## src/rtl/dmem_access_seq.sv

```systemverilog
// Load/store sequencer between MEM stage and DataMem: LW as two half reads, SB/SH as read-modify-write.
// Optional macro DMEM_SEQ_MISALIGN_TRAP_EN: misaligned requests trap (resp_err) instead of being force-aligned.
module dmem_access_seq #(
   parameter int  MEM_DEPTH = 32,
   parameter int  RD_LAT    = 1,
   localparam int DM_AW     = $clog2(MEM_DEPTH) + 2
) (
   input  logic             clk_i,
   input  logic             rst_i,
   input  logic             req_valid_i,
   output logic             req_ready_o,
   input  logic             req_we_i,
   input  logic [2:0]       req_funct3_i,
   input  logic [31:0]      req_addr_i,
   input  logic [31:0]      req_wdata_i,
   output logic             resp_valid_o,
   output logic [31:0]      resp_rdata_o,
   output logic             resp_err_o,
   output logic [DM_AW-1:0] dm_rd_addr_o,
   output logic [DM_AW-1:0] dm_wr_addr_o,
   output logic [31:0]      dm_wr_din_o,
   output logic             dm_we_o,
   output logic [2:0]       dm_wr_strb_o,
   input  logic [31:0]      dm_rd_dout_i
);

   typedef enum logic [2:0] {IDLE, RD0, RD1, WR, RESP} state_e;
   localparam logic [1:0] CNT_LAST = 2'(RD_LAT);

   state_e           state_q;
   logic [1:0]       cnt_q;
   logic             op_we_q;
   logic [1:0]       op_sz_q;
   logic [DM_AW-1:0] op_addr_q;
   logic [31:0]      op_wdata_q;
   logic [15:0]      lo_q;
   logic             resp_valid_q, resp_err_q, dm_we_q;
   logic [31:0]      resp_rdata_q, dm_wr_din_q;
   logic [DM_AW-1:0] dm_rd_addr_q, dm_wr_addr_q;
   logic [2:0]       dm_wr_strb_q;

   logic             is_h, is_w, trap_d;
   logic [DM_AW-1:0] addr_d, word_addr_d;
   logic [31:0]      merged_d;
   logic             unused_addr;

   assign unused_addr = &{1'b0, req_addr_i[31:DM_AW]};

   // Request decode; misaligned H/W addresses are force-aligned (only reaches DataMem when not trapping)
   always_comb begin
      is_h   = (req_funct3_i[1:0] == 2'b01);
      is_w   = (req_funct3_i[1:0] == 2'b10);
      addr_d = req_addr_i[DM_AW-1:0];
      if (is_h) addr_d[0] = 1'b0;
      if (is_w) addr_d[1:0] = 2'b00;
      word_addr_d = {addr_d[DM_AW-1:2], 2'b00};
`ifdef DMEM_SEQ_MISALIGN_TRAP_EN
      trap_d = (is_h && req_addr_i[0]) || (is_w && (req_addr_i[1:0] != 2'b00));
`else
      trap_d = 1'b0;
`endif
   end

   // Store lane merge into the word assembled from the two half reads
   always_comb begin
      merged_d = {dm_rd_dout_i[15:0], lo_q};
      if (op_sz_q == 2'b00) begin
         case (op_addr_q[1:0])
            2'b00:   merged_d[7:0]   = op_wdata_q[7:0];
            2'b01:   merged_d[15:8]  = op_wdata_q[7:0];
            2'b10:   merged_d[23:16] = op_wdata_q[7:0];
            default: merged_d[31:24] = op_wdata_q[7:0];
         endcase
      end else if (op_addr_q[1]) begin
         merged_d[31:16] = op_wdata_q[15:0];
      end else begin
         merged_d[15:0] = op_wdata_q[15:0];
      end
   end

   always_ff @(posedge clk_i) begin
      if (rst_i) begin
         state_q      <= IDLE;
         cnt_q        <= '0;
         op_we_q      <= 1'b0;
         op_sz_q      <= '0;
         op_addr_q    <= '0;
         op_wdata_q   <= '0;
         lo_q         <= '0;
         resp_valid_q <= 1'b0;
         resp_rdata_q <= '0;
         resp_err_q   <= 1'b0;
         dm_rd_addr_q <= '0;
         dm_wr_addr_q <= '0;
         dm_wr_din_q  <= '0;
         dm_we_q      <= 1'b0;
         dm_wr_strb_q <= '0;
      end else begin
         resp_valid_q <= 1'b0;
         resp_err_q   <= 1'b0;
         dm_we_q      <= 1'b0;
         case (state_q)
            IDLE: if (req_valid_i) begin
               op_we_q    <= req_we_i;
               op_sz_q    <= req_funct3_i[1:0];
               op_addr_q  <= addr_d;
               op_wdata_q <= req_wdata_i;
               cnt_q      <= '0;
               if (trap_d) begin
                  state_q      <= RESP;
                  resp_valid_q <= 1'b1;
                  resp_err_q   <= 1'b1;
                  resp_rdata_q <= '0;
               end else if (req_we_i && is_w) begin
                  state_q      <= WR;
                  dm_we_q      <= 1'b1;
                  dm_wr_addr_q <= word_addr_d;
                  dm_wr_din_q  <= req_wdata_i;
               end else if (req_we_i || is_w) begin
                  state_q      <= RD0;
                  dm_rd_addr_q <= word_addr_d;
                  dm_wr_strb_q <= 3'b101;
               end else begin
                  state_q      <= RD0;
                  dm_rd_addr_q <= addr_d;
                  dm_wr_strb_q <= req_funct3_i;
               end
            end
            RD0: if (cnt_q == CNT_LAST) begin
               cnt_q <= '0;
               if (!op_we_q && (op_sz_q != 2'b10)) begin
                  state_q      <= RESP;
                  resp_valid_q <= 1'b1;
                  resp_rdata_q <= dm_rd_dout_i;
               end else begin
                  state_q      <= RD1;
                  lo_q         <= dm_rd_dout_i[15:0];
                  dm_rd_addr_q <= {op_addr_q[DM_AW-1:2], 2'b10};
               end
            end else begin
               cnt_q <= cnt_q + 2'd1;
            end
            RD1: if (cnt_q == CNT_LAST) begin
               cnt_q <= '0;
               if (op_we_q) begin
                  state_q      <= WR;
                  dm_we_q      <= 1'b1;
                  dm_wr_addr_q <= {op_addr_q[DM_AW-1:2], 2'b00};
                  dm_wr_din_q  <= merged_d;
               end else begin
                  state_q      <= RESP;
                  resp_valid_q <= 1'b1;
                  resp_rdata_q <= {dm_rd_dout_i[15:0], lo_q};
               end
            end else begin
               cnt_q <= cnt_q + 2'd1;
            end
            WR: begin
               state_q      <= RESP;
               resp_valid_q <= 1'b1;
               resp_rdata_q <= '0;
            end
            RESP:    state_q <= IDLE;
            default: state_q <= IDLE;
         endcase
      end
   end

   assign req_ready_o  = (state_q == IDLE);
   assign resp_valid_o = resp_valid_q;
   assign resp_rdata_o = resp_rdata_q;
   assign resp_err_o   = resp_err_q;
   assign dm_rd_addr_o = dm_rd_addr_q;
   assign dm_wr_addr_o = dm_wr_addr_q;
   assign dm_wr_din_o  = dm_wr_din_q;
   // A reset arriving during WR must still suppress the write at that edge
   assign dm_we_o      = dm_we_q & ~rst_i;
   assign dm_wr_strb_o = dm_wr_strb_q;

endmodule

```

## config.mk

```make
export PLATFORM = sky130hd
export DESIGN_NAME = dmem_access_seq
export DESIGN_NICKNAME = d
export VERILOG_FILES = /design/src/rtl/dmem_access_seq.sv
export SDC_FILE = /design/constraint.sdc
export NUM_CORES = 1
export LEC_CHECK = 0
export CORE_ASPECT_RATIO = 0.5
export CORE_MARGIN = 2
export CORE_UTILIZATION = 58
export CTS_CLUSTER_SIZE = 14
export DETAILED_ROUTE_END_ITERATION = 8
export DONT_BUFFER_PORTS = 1
export PLACE_DENSITY_LB_ADDON = 0.3
export SLEW_MARGIN = 10
export SYNTH_ARGS = -nofsm -noshare
export SYNTH_HDL_FRONTEND = slang
export SYNTH_SLANG_ARGS = --single-unit
```

## constraint.sdc

```tcl
create_clock -name clk_i -period 1.7 [get_ports clk_i]
set_input_delay 0.17 -clock clk_i [delete_from_list [all_inputs] [get_ports clk_i]]
set_output_delay 0.17 -clock clk_i [all_outputs]
set_load 0.005 [all_outputs]
```

==> results.md <==
* Register area share after synthesis at 0.373
* Fin. Hold Viols at 86
* Clk_lat worst skew at 0.42 ns
* Final Util at 0.722
* Largest net degree at the start of global routing at 166
* Tot GR Track Use at 0.308
* Avg Cell Area, Syn at 8.88 µm²
* Most common cell in the netlist: dfxtp_1
* Die Width at 158 µm
* Hold EP: resp_valid_o
* Initial antenna violation count at 0
* Post-cts hold buffer count at 1
* Synth Area in Adders at 0
* Maxcap violations at 0
* Core area at 11700 µm²
* WHS at -0.145 ns
* Fin area at 8450 µm²
* Vias/cell at 6.43
* Crit Path Max Fanout at 6
* RSZ-0062 raised after global routing: true
* Post-Syn Instances at 774
* Synth Warn # at 0
* Xor-xnor portion of the synthesized cell area at 0.00127
* Dpl ws at -0.215 ns
* H-tree Lvls at 4
* RR Endpoint: dm_wr_din_o[27]
* # IOs at 188
* Area leader, netlist: dfxtp_1
* Drt pass-1 iters at 6
* TritonCTS clock tree: done
* Post-synth top cells: dfxtp_1, nand2_1, a21oi_1, nor2_1, nor2b_1
* Critical Path End Type: register
* Max clock buf depth at 2
* Mux contribution to synthesized area at 0.108
* Fin Setup TNS at -0.875 ns
* CTS Buf Count at 17
* Period minus WS final at 1.75 ns
* Yosys cell types at 58
* Routed WL per cell at 23.0 µm
* Final worst-path cycle share at 1.03
* EDFF count, synth at 0
* P per Cell Area at 1160 nW/µm²
* Min-delay src: rst_i
* Antenna-violating nets left at 0
* Crit-path most repeated cell: buf_4
* Post-Layout Cell Count at 966
* Die Y-Extent at 81.0 µm
* Layout Area Growth over Synthesis at 22.9%
* Routed WL at 22200 µm
* Fin nets at 891
* Starting DRT DRC Count at 663
* Simple-Gate Fraction of Synth Area at 0.215
* Peak supply drop at 0.635 mV
* First-pass GRT wire length at 30000 µm
* Status: complete, but fails checks
* Post-synthesis register bit count at 128
* Fin Clk Skew at 0.00898 ns
* ANT cells at 0
* Vias at 6216
* Failing checks: negative hold slack, negative setup slack
* Crit path buf inv count at 3
* Clock Sinks at 128
* PortBufs at 0
* CP max stage delay at 0.33 ns
* Setup violations, final at 48
* Post-route DRC at 0
* Synth top area share at 0.373
* WP data required at 1.98 ns
* Leak at 3.44 nW
* Async SR Flop Fraction at 0
* Overall power at 9.81 mW
* R2R setup slack at -0.05 ns
* Gr ovfl total at 0
* Hpwl dp at 13800 µm
* Synth Area in Compound Gates at 0.227
* Number of global-route vias before repair at 5447
* Routability cong. at 0.868
* Critical Path Slowest Stage Cell: dfxtp_1
* Clock Pin Slew Worst Setup and Hold Paths at 0.06 ns
* Final Worst Setup Slack at -0.0539 ns
* Fillers at 842
* Critical-path cell list: buf_4, buf_4, o21ai_0, o21ai_1, buf_4, o221ai_1, a311oi_1
* Crit path kind: reg2reg
* Worst min path class: in2reg
* Area contributors post-synth: dfxtp_1, mux2_4, a21oi_1
* Final Slew Violations at 0
* Clk root buf: clkbuf_16
* WHS Path Cells at 1
* Ys flop type: dfxtp_1
* Initial core utilization at 0.587
* Std cell rows at 28
* Layout cells sized above 1 at 0.266
* Max Clock Freq at 570 MHz
* FF-to-FF path depth at 7
* Mapped cell area at 6870 µm²
* Reg2reg start: op_sz_q[1]
* Cell Area, Placed at 7230 µm²
* Die ar. at 12800 µm²
* Placed instance count at 921
* Worst EP arrival at 2.03 ns
* Largest family of logic cells by synthesized area: compound AO/OA/AOI/OAI gates
* Delay-heaviest family, CP: compound AO/OA/AOI/OAI gates
* Critical Path Source Type: register
[worst register-to-register path, delay by kind of cell, from the launching register on]
kind	cells	cell delay (ns)
compound gates	4	0.83
buf+inv	3	0.46
flops	1	0.33
[registers in the layout (all words and copies together), names as in the netlist]
signal	count
resp_valid_o	1
state_q	3
op_we_q	1
lo_q	16
cnt_q	2
resp_rdata_o	32
dm_we_q	1
op_wdata_q	16
dm_wr_strb_o	3
op_addr_q	7
op_sz_q	2
dm_rd_addr_o	7
dm_wr_addr_o	5
dm_wr_din_o	32
[repair_timing]
item / 4_1_cts / 5_1_grt
setup buffers: 1 / 4
endpoints found under the setup margin: 74 / 80
endpoints found under the hold margin: 92 / 87
gates cloned: 0 / 8
pin swaps: 2 / 9
gates resized for setup: 22 / 63
[where the power goes]
group / switching [mW] / internal [mW] / leakage (nW)
Clock: 1.35 / 2.97 / 0.337
Combinational: 1.05 / 0.912 / 2.06
Sequential: 0.246 / 3.27 / 1.05
Total: 2.65 / 7.16 / 3.44
[layout make-up]
type / count / area (µm²) / area share
clock buffer: 21 / 460 / 0.0545
clock inverter: 11 / 233 / 0.0276
inverter: 23 / 86.3 / 0.0102
multi-input combinational: 541 / 4070 / 0.482
sequential: 128 / 2580 / 0.305
tap: 165 / 206 / 0.0244
timing repair buffer: 77 / 812 / 0.0961
[how the worst max path moves through the flow]
stage	cells after the start	endpoint	start	slack (ns)
2_1_floorplan	8	resp_rdata_o[10]	state_q[2]	-0.02
3_3_place_gp	5	dm_wr_din_o[6]	op_sz_q[1]	-0.17
3_5_place_dp	5	resp_rdata_o[1]	state_q[1]	-0.21
4_1_cts	6	dm_wr_din_o[9]	op_sz_q[1]	-0.03
5_1_grt	7	dm_wr_din_o[27]	op_sz_q[1]	-0.11
6_report	7	dm_wr_din_o[27]	op_sz_q[1]	-0.05
[placed cells by master (no fill, tap or decap), types with 22 or more instances in the layout]
| cell | n |
|---|---|
| nor4bb_1 | 32 |
| nor2b_1 | 47 |
| nand2_1 | 83 |
| mux2i_1 | 22 |
| nor2_1 | 59 |
| a21oi_1 | 80 |
| dfxtp_1 | 121 |
| buf_4 | 56 |
| mux2_4 | 32 |
| clkbuf_16 | 23 |
[metal layers]
layer | vias to the layer above | routed length, µm | global-route usage
met3 | 62 | 2460 | 0.0896
met5 | - | 0 | 0
met4 | 0 | 650 | 0.108
met2 | 325 | 9680 | 0.453
li1 | 2829 | - | -
met1 | 3000 | 9440 | 0.431
[kinds of logic (layout without fill, tap and decap cells)]
| group | count (synthesis) | in the layout |
|---|---|---|
| and+or+nand+nor | 271 | 271 |
| AOI/OAI and AO/OA | 207 | 207 |
| DFF | 128 | 128 |
| buffers and inverters | 107 | 132 |
| muxes | 59 | 59 |
| other | 1 | 3 |
| xor gates and xnor gates | 1 | 1 |
No activity file was read; power rests on OpenSTA's default activity.
